File: src/rtl/gray_seq_pkg.sv
// Shared types for the Gray-code sequencer: command opcodes,
// controller states and the binary-to-Gray helper.
package gray_seq_pkg;

  localparam int MAX_W = 32;

  typedef enum logic [1:0] {
    OP_LOAD  = 2'b00,
    OP_START = 2'b01,
    OP_STOP  = 2'b10,
    OP_BURST = 2'b11
  } op_e;

  typedef enum logic [1:0] {
    S_IDLE  = 2'b00,
    S_RUN   = 2'b01,
    S_BURST = 2'b10
  } state_e;

  function automatic logic [MAX_W-1:0] bin2gray(
    input logic [MAX_W-1:0] b
  );
    return b ^ (b >> 1);
  endfunction

endpackage

File: src/rtl/gray_step_core.sv
// Binary/Gray count register pair with load, +/-1 step and wrap pulse.
// Ports: clk, rst (async low), en, dir, ld, ld_val -> bin, gray, wrap.
import gray_seq_pkg::*;

module gray_step_core #(
  parameter int WIDTH = 4
) (
  input  logic             clk,
  input  logic             rst,
  input  logic             en,
  input  logic             dir,
  input  logic             ld,
  input  logic [WIDTH-1:0] ld_val,
  output logic [WIDTH-1:0] bin,
  output logic [WIDTH-1:0] gray,
  output logic             wrap
);

  logic [WIDTH-1:0] next_bin;
  logic             next_wrap;

  always_comb begin
    next_bin  = bin;
    next_wrap = 1'b0;
    if (ld) begin
      next_bin = ld_val;
    end else if (en) begin
      if (dir) begin
        next_bin  = bin - WIDTH'(1);
        next_wrap = (bin == '0);
      end else begin
        next_bin  = bin + WIDTH'(1);
        next_wrap = (bin == '1);
      end
    end
  end

  // Gray is derived from next_bin so both registers
  // change on the same edge.
  always_ff @(posedge clk or negedge rst) begin
    if (!rst) begin
      bin  <= '0;
      gray <= '0;
      wrap <= 1'b0;
    end else begin
      bin  <= next_bin;
      gray <= WIDTH'(bin2gray(MAX_W'(next_bin)));
      wrap <= next_wrap;
    end
  end

endmodule

File: src/rtl/gray_seq_ctrl.sv
// Command sequencer driving a Gray counter: LOAD/START/STOP/BURST.
// Ports: cmd_* handshake in, gray/bin/busy/done/wrap/cmd_err out.
import gray_seq_pkg::*;

module gray_seq_ctrl #(
  parameter int WIDTH = 4
) (
  input  logic             clk,
  input  logic             rst,
  input  logic             cmd_valid,
  output logic             cmd_ready,
  input  logic [1:0]       cmd_op,
  input  logic             cmd_dir,
  input  logic [WIDTH-1:0] cmd_data,
  input  logic [WIDTH-1:0] cmd_count,
  output logic [WIDTH-1:0] gray,
  output logic [WIDTH-1:0] bin,
  output logic             busy,
  output logic             done,
  output logic             wrap,
  output logic             cmd_err
);

  state_e           state, state_n;
  logic             dir_q, dir_n;
  logic [WIDTH-1:0] rem, rem_n;
  logic             done_n, err_n;
  logic             en, step_dir, ld;
  logic             accept;
  op_e              op;

  assign op        = op_e'(cmd_op);
  assign cmd_ready = (state != S_BURST);
  assign busy      = (state != S_IDLE);
  assign accept    = cmd_valid && cmd_ready;

  always_comb begin
    state_n  = state;
    dir_n    = dir_q;
    rem_n    = rem;
    done_n   = 1'b0;
    err_n    = 1'b0;
    en       = 1'b0;
    ld       = 1'b0;
    step_dir = dir_q;
    case (state)
      S_IDLE: begin
        if (accept) begin
          unique case (1'b1)
            (op == OP_LOAD): begin
              ld     = 1'b1;
              done_n = 1'b1;
            end
            (op == OP_START): begin
              dir_n   = cmd_dir;
              state_n = S_RUN;
            end
            (op == OP_STOP): begin
            end
            (op == OP_BURST): begin
              if (cmd_count == '0) begin
                done_n = 1'b1;
              end else begin
                dir_n   = cmd_dir;
                rem_n   = cmd_count;
                state_n = S_BURST;
              end
            end
            default: begin
            end
          endcase
        end
      end
      S_RUN: begin
        en = 1'b1;
        if (accept) begin
          unique case (1'b1)
            (op == OP_STOP): begin
              en      = 1'b0;
              state_n = S_IDLE;
            end
            // Direction change takes effect on this same edge.
            (op == OP_START): begin
              dir_n    = cmd_dir;
              step_dir = cmd_dir;
            end
            default: begin
              err_n = 1'b1;
            end
          endcase
        end
      end
      S_BURST: begin
        en    = 1'b1;
        rem_n = rem - WIDTH'(1);
        if (rem == WIDTH'(1)) begin
          state_n = S_IDLE;
          done_n  = 1'b1;
        end
      end
      default: begin
        state_n = S_IDLE;
      end
    endcase
  end

  always_ff @(posedge clk or negedge rst) begin
    if (!rst) begin
      state   <= S_IDLE;
      dir_q   <= 1'b0;
      rem     <= '0;
      done    <= 1'b0;
      cmd_err <= 1'b0;
    end else begin
      state   <= state_n;
      dir_q   <= dir_n;
      rem     <= rem_n;
      done    <= done_n;
      cmd_err <= err_n;
    end
  end

  gray_step_core #(
    .WIDTH (WIDTH)
  ) u_core (
    .clk    (clk),
    .rst    (rst),
    .en     (en),
    .dir    (step_dir),
    .ld     (ld),
    .ld_val (cmd_data),
    .bin    (bin),
    .gray   (gray),
    .wrap   (wrap)
  );

endmodule

File: config.mk
export PLATFORM = sky130hd
export DESIGN_NAME = gray_seq_ctrl
export DESIGN_NICKNAME = d
export VERILOG_FILES = /design/src/rtl/gray_seq_pkg.sv /design/src/rtl/gray_step_core.sv /design/src/rtl/gray_seq_ctrl.sv
export SDC_FILE = /design/constraint.sdc
export NUM_CORES = 1
export LEC_CHECK = 0
export BUFFER_PORTS_ARGS = -buffer_cell sky130_fd_sc_hd__buf_2
export CAP_MARGIN = 20
export CORE_UTILIZATION = 59
export CTS_BUF_LIST = sky130_fd_sc_hd__clkbuf_4 sky130_fd_sc_hd__clkbuf_8
export DETAILED_ROUTE_END_ITERATION = 10
export PLACE_DENSITY_LB_ADDON = 0.1
export SETUP_SLACK_MARGIN = 0.5
export SYNTH_ARGS = -nofsm -noshare
export SYNTH_HDL_FRONTEND = slang
export SYNTH_HIERARCHICAL = 1
export SYNTH_SLANG_ARGS = --single-unit
File: constraint.sdc
create_clock -name clk -period 6.75 [get_ports clk]
set_input_delay 1.35 -clock clk [delete_from_list [all_inputs] [get_ports clk]]
set_output_delay 1.35 -clock clk [all_outputs]
set_load 0.03 [all_outputs]
-- Word-level counts from Yosys, hierarchy flattened
Index checks and enable logic that the tools add are counted.
- add/sub/neg operators: 3
- equal/unequal tests: 16
- reduce and logical (&&, ||, !) cells: 12
- muxes and demuxes: 38
- bitwise logic cells: 1
- operators by type and width (cell ; number):
    $mux 4 ; 6
    $mux 1 ; 19
    $ne 2x2->1 const B ; 7
    $mux 2 ; 5
    $pmux 1 s2 ; 5
    $logic_not 4->1 ; 2
    $pmux 4 s2 ; 1
    $reduce_and 4->1 ; 2
    $sub 4x1->4 const B ; 2
    $eq 2x2->1 const B ; 3
    $ne 3x3->1 const B ; 2
    $pmux 2 s3 ; 1
    $reduce_and 6->1 ; 1
    $reduce_bool 2->1 ; 3
    $add 4x1->4 const B ; 1
    $eq 2x1->1 const B ; 2
    $eq 4x1->1 const B ; 1
    $eq 4x4->1 const B ; 1
    $logic_not 2->1 ; 2
    $pmux 2 s2 ; 1
    $xor 4x3->4 ; 1
    $reduce_or 2->1 ; 1
    $logic_and 1x1->1 ; 1
- word-level logic and storage cells: 78
- output and inout bits: 13
- bits of input ports: 14
- flip-flop bits (word level): 18

-- Longest topological paths before layout
- depth in word-level cells: 8
- mapped depth: 13
- mapped depth without buffers: 12

-- By module
The synthesis kept the hierarchy.
- modules (own cells, without submodules) (module ; seq. area each (µm²) ; area each (µm²) ; instances ; cells an instance):
    gray_seq_ctrl ; 225.2 ; 715.7 ; 1 ; 73
    gray_step_core ; 200.2 ; 459.2 ; 1 ; 45

-- Least setup slack after synthesis
Ideal clock, no wire load.
- path type: input-to-reg
- start: input cmd_op[1]
- end: register u_core.gray[2]
- path buffers: 0
- data required time: 6.624 ns
- path slack: 3.673 ns
- arrival time: 2.951 ns
- cell stages on the path: 10
- cell sequence: inv_1 > ha_1 > nand3_1 > mux2_2 > ha_1 > a21o_1 > a21oi_2 > xnor2_1 > o21ai_2 > xnor2_1
- cells in the longest elaborated chain, start to end: 8
- elaborated cells on any way between the ends: 16
- classes of those cells: eq/ne (2); mux (12); bitwise (1); reduce/logical (1)
- ends and longest elaborated chain (element ; RTL line ; text):
    from (decl) ; gray_seq_ctrl.sv:12 ; input logic [1:0] cmd_op,
    $eq 2x1->1 ; gray_seq_ctrl.sv:83 ; (op == OP_START): begin
    $mux 1 (2 in series) ; - ;
    $mux 1 ; gray_seq_ctrl.sv:46 ; case (state)
    via step_dir ; gray_seq_ctrl.sv:28 ; logic en, step_dir, ld;
    $mux 4 ; gray_step_core.sv:28 ; if (dir) begin
    $mux 4 ; gray_step_core.sv:27 ; end else if (en) begin
    $mux 4 ; gray_step_core.sv:25 ; if (ld) begin
    via u_core.next_bin[3] ; gray_step_core.sv:19 ; logic [WIDTH-1:0] next_bin;
    $xor 4x3->4 ; gray_seq_pkg.sv:23 ; return b ^ (b >> 1);
    to (signal assigned) ; gray_step_core.sv:47 ; gray <= WIDTH'(bin2gray(MAX_W'(next_bin)));
    to (decl) ; gray_step_core.sv:15 ; output logic [WIDTH-1:0] gray,
The timed path passes the listed nets, and every way through them passes these cells.
A chain may end at the register's enable or synchronous reset.

-- Final worst setup path
- start: input cmd_op[1]
- end: register u_core.gray[0]
Same word-level chain as after synthesis.

==> metrics.md <==
| Metric | Value |
|---|---|
| Status | `finished clean` |
| Cell family with most CP delay | `adder cells` |
| Total Nets Final | `172` |
| Combinational fraction of design power | `65.2%` |
| GP Congestion | `0.824` |
| P_leak | `0.648 nW` |
| Power Density | `521 nW/µm²` |
| DR iter-0 viols | `28` |
| Share of cells above drive strength 1 | `27.6%` |
| Setup ws final | `3680 ps` |
| Worst path depth | `11` |
| Syn Std Cell Area | `1170 µm²` |
| Worst reg2reg path startpoint | `state[0]` |
| Root Buffer | `clkbuf_4` |
| Hold slack | `500 ps` |
| CP Data Arrival Time | `3280 ps` |
| Die X-Extent | `46.6 µm` |
| Core footprint | `1800 µm²` |
| CP endpoint kind | `flop` |
| WL final | `2.31 mm` |
| Hold_sp | `dir_q` |
| R2R Setup Slk | `4070 ps` |
| Worst-Margin Slew | `693 ps` |
| Clock buffer depth | `2` |
| Worst Path Required | `6960 ps` |
| Crit path kind | `in -> reg` |
| Post-synth EDFFs | `0` |
| Largest fanout on the critical path | `5` |
| Reg power frac | `26.8%` |
| Post-DRT Antenna Nets | `0` |
| Most used cell along the critical path | `inv_1` |
| Cells along the critical path | `buf_2 -> inv_1 -> ha_1 -> nand3_1 -> mux2_2 -> inv_1 -> fa_1 -> nand2_1 -> o21ai_0 -> o21ai_2 -> xor2_1` |
| Final min period | `3070 ps` |
| Rel. slew slack | `53.6%` |
| Clock sink count | `17` |
| Layout fillers | `149` |
| Cts repair resizes | `0` |
| CP max stage delay | `420 ps` |
| Worst Skew | `10.1 ps` |
| Ant. Diodes | `0` |
| Number of global-route vias before repair | `880` |
| RR Endpoint | `u_core/gray[0]` |
| Max-cap violations | `0` |
| Clk pwr share | `7.9%` |
| Post-CTS setup repair buffer count | `0` |
| Cell variety after synth | `38` |
| FMAX | `326 MHz` |
| Main flop type after synthesis | `dfrtp_1` |
| DRT Pass-1 Iters | `4` |
| CP Launch Type | `input port` |
| Syn nets | `144` |
| FFs w/ async S/R, synth | `100%` |
| Initial Util | `65.2%` |
| H-tree Lvls | `1` |
| Largest net degree at the start of global routing | `18` |
| Initial antenna violation count | `0` |
| Crit path capture | `u_core/gray[0]` |
| Final core utilization | `74.6%` |
| Avg WL per Cell | `13.6 µm` |
| Placed wire-length estimate | `1.77 mm` |
| # rows | `15` |
| Grt ovf | `0` |
| # port buffers | `26` |
| CTS clk-pin slew, worst paths | `100 ps` |
| FF+latch count, synth | `17` |
| RSZ-0062 raised after global routing | `no` |
| P_int | `353 µW` |
| Net Switching | `348 µW` |
| Seq/Total Area, Yosys | `36.2%` |
| DRC Markers | `0` |
| Final Max Slew Viols | `0` |
| Final setup fails | `0` |
| Crit path buf inv count | `3` |
| Skew-Pair Late Insertion Delay | `290 ps` |
| Synthesis Warnings | `6` |
| Area delta synth->final | `14.4%` |
| Hold Buf Count CTS | `0` |
| Gr usage total | `25.9%` |
| Tightest Hold Check Type | `reg -> reg` |
| Final Hold Viols | `0` |
| Vias per std cell | `5.45` |
| VDD IR max | `0.356 mV` |
| Place WS | `3390 ps` |
| Mean post-synth cell area | `9.96 µm²` |
| Worst r2r path cells | `11` |
| Sw frac | `49.6%` |
| CTS buffer count | `3` |
| Tcrit/Tclk final | `45.4%` |
| Die ar. | `2170 µm²` |
| # IOs | `27` |
| Die height | `46.6 µm` |
| CP Launch Point | `cmd_op[1]` |
| Vias | `926` |
| Global-route wire length before repair | `3.88 mm` |
| Crit path max-delay cell type | `fa_1` |
| Post-route setup TNS | `0 ps` |
| Cells after Synth | `118` |
| TritonCTS clock tree | `done` |
-- synthesized netlist by cell type (2+ instances only) --
master     instances  area [µm²]
dfrtp_1           17         425
inv_1             14        52.6
ha_1              11         138
nand2_1            7        26.3
nand3_1            7        35.0
nor2_1             7        26.3
xnor2_1            6        52.6
o21ai_0            5        25.0
mux2i_1            4        40.0
a21o_1             3        22.5
nor3_1             3        15.0
a21oi_1            2        10.0
a21oi_2            2        17.5
buf_4              2        15.0
nor2b_1            2        12.5
o2111ai_1          2        17.5
o21ai_1            2        10.0
o21ai_2            2        17.5
-- how the worst min path moves through the flow --
stage | cells past startpoint | slack, ps | endpoint
after floorplan | 1 | 460 | dir_q
after global placement | 1 | 480 | dir_q
after detailed placement | 1 | 480 | dir_q
after CTS | 1 | 510 | dir_q
after global routing | 1 | 540 | dir_q
final | 1 | 500 | dir_q
-- worst register-to-register path: stages (launching register included) --
cell and delay (ps):
dfrtp_1 400, inv_1 100, ha_1 400, nor2b_1 120
nand3_1 110, mux2_2 390, inv_1 100, fa_1 420
nand2_1 70, o21ai_0 110, o21ai_2 230, xor2_1 160
-- layout by cell type, fill, tap and decap left out, drive strengths merged, types with 3 or more instances in the layout --
cell     n
a21o     3
a21oi    4
buf     26
clkbuf   3
dfrtp   17
ha      11
inv     14
mux2i    4
nand2    8
nand3    7
nor2     7
nor3     3
o21ai    9
xnor2    6
-- cell type report --
cell class	count	area, µm²	share of cell area [%]
inverter	14	52.6	3.91
sequential	17	425	31.7
multi-input combinational	84	677	50.4
clock inverter	1	5.00	0.372
clock buffer	3	22.5	1.68
tap	25	31.3	2.33
timing repair buffer	26	130	9.68
-- metal layers --
metal  share of wire [%]  up-vias  routed length (µm)  global-route usage, %
met5                   0        -                   0                      0
met3                 3.8        4                  87                   4.31
met4                 1.2        0                  27                   10.9
li1                    -      458                   -                      -
met1                  47      436                1090                   36.0
met2                  48       28                1100                   39.4
-- through the flow --
stage               area, µm²  instances  power (mW)
detailed placement       1320        166       0.642
floorplan                1170        118       0.550
global placement         1320        166       0.629
CTS                      1340        170       0.701
finish                   1340        170       0.700
global route             1340        170       0.768
-- state kept, by name (all words and copies together), names as in the netlist --
signal,flops
rem,4
u_core/bin,4
u_core/gray,3
state,2
cmd_err,1
dir_q,1
done,1
u_core/wrap,1
-- kinds of logic after synthesis --
kind of cell	share of synthesized area [%]
compound gates	16.3
fa+ha+maj	13.4
mux	5.32
buf+inv	6.18
xor+xnor	5.22
simple gates	17.4
flops	36.2
-- power by group through the flow --
stage	sequential, mW	clock, mW	combinational, mW
finish	0.188	0.0556	0.457
global route	0.195	0.0630	0.510
CTS	0.187	0.0571	0.457
detailed placement	0.188	0	0.454
global placement	0.186	0	0.443
floorplan	0.229	0	0.321
No activity file was read; power rests on OpenSTA's default activity.
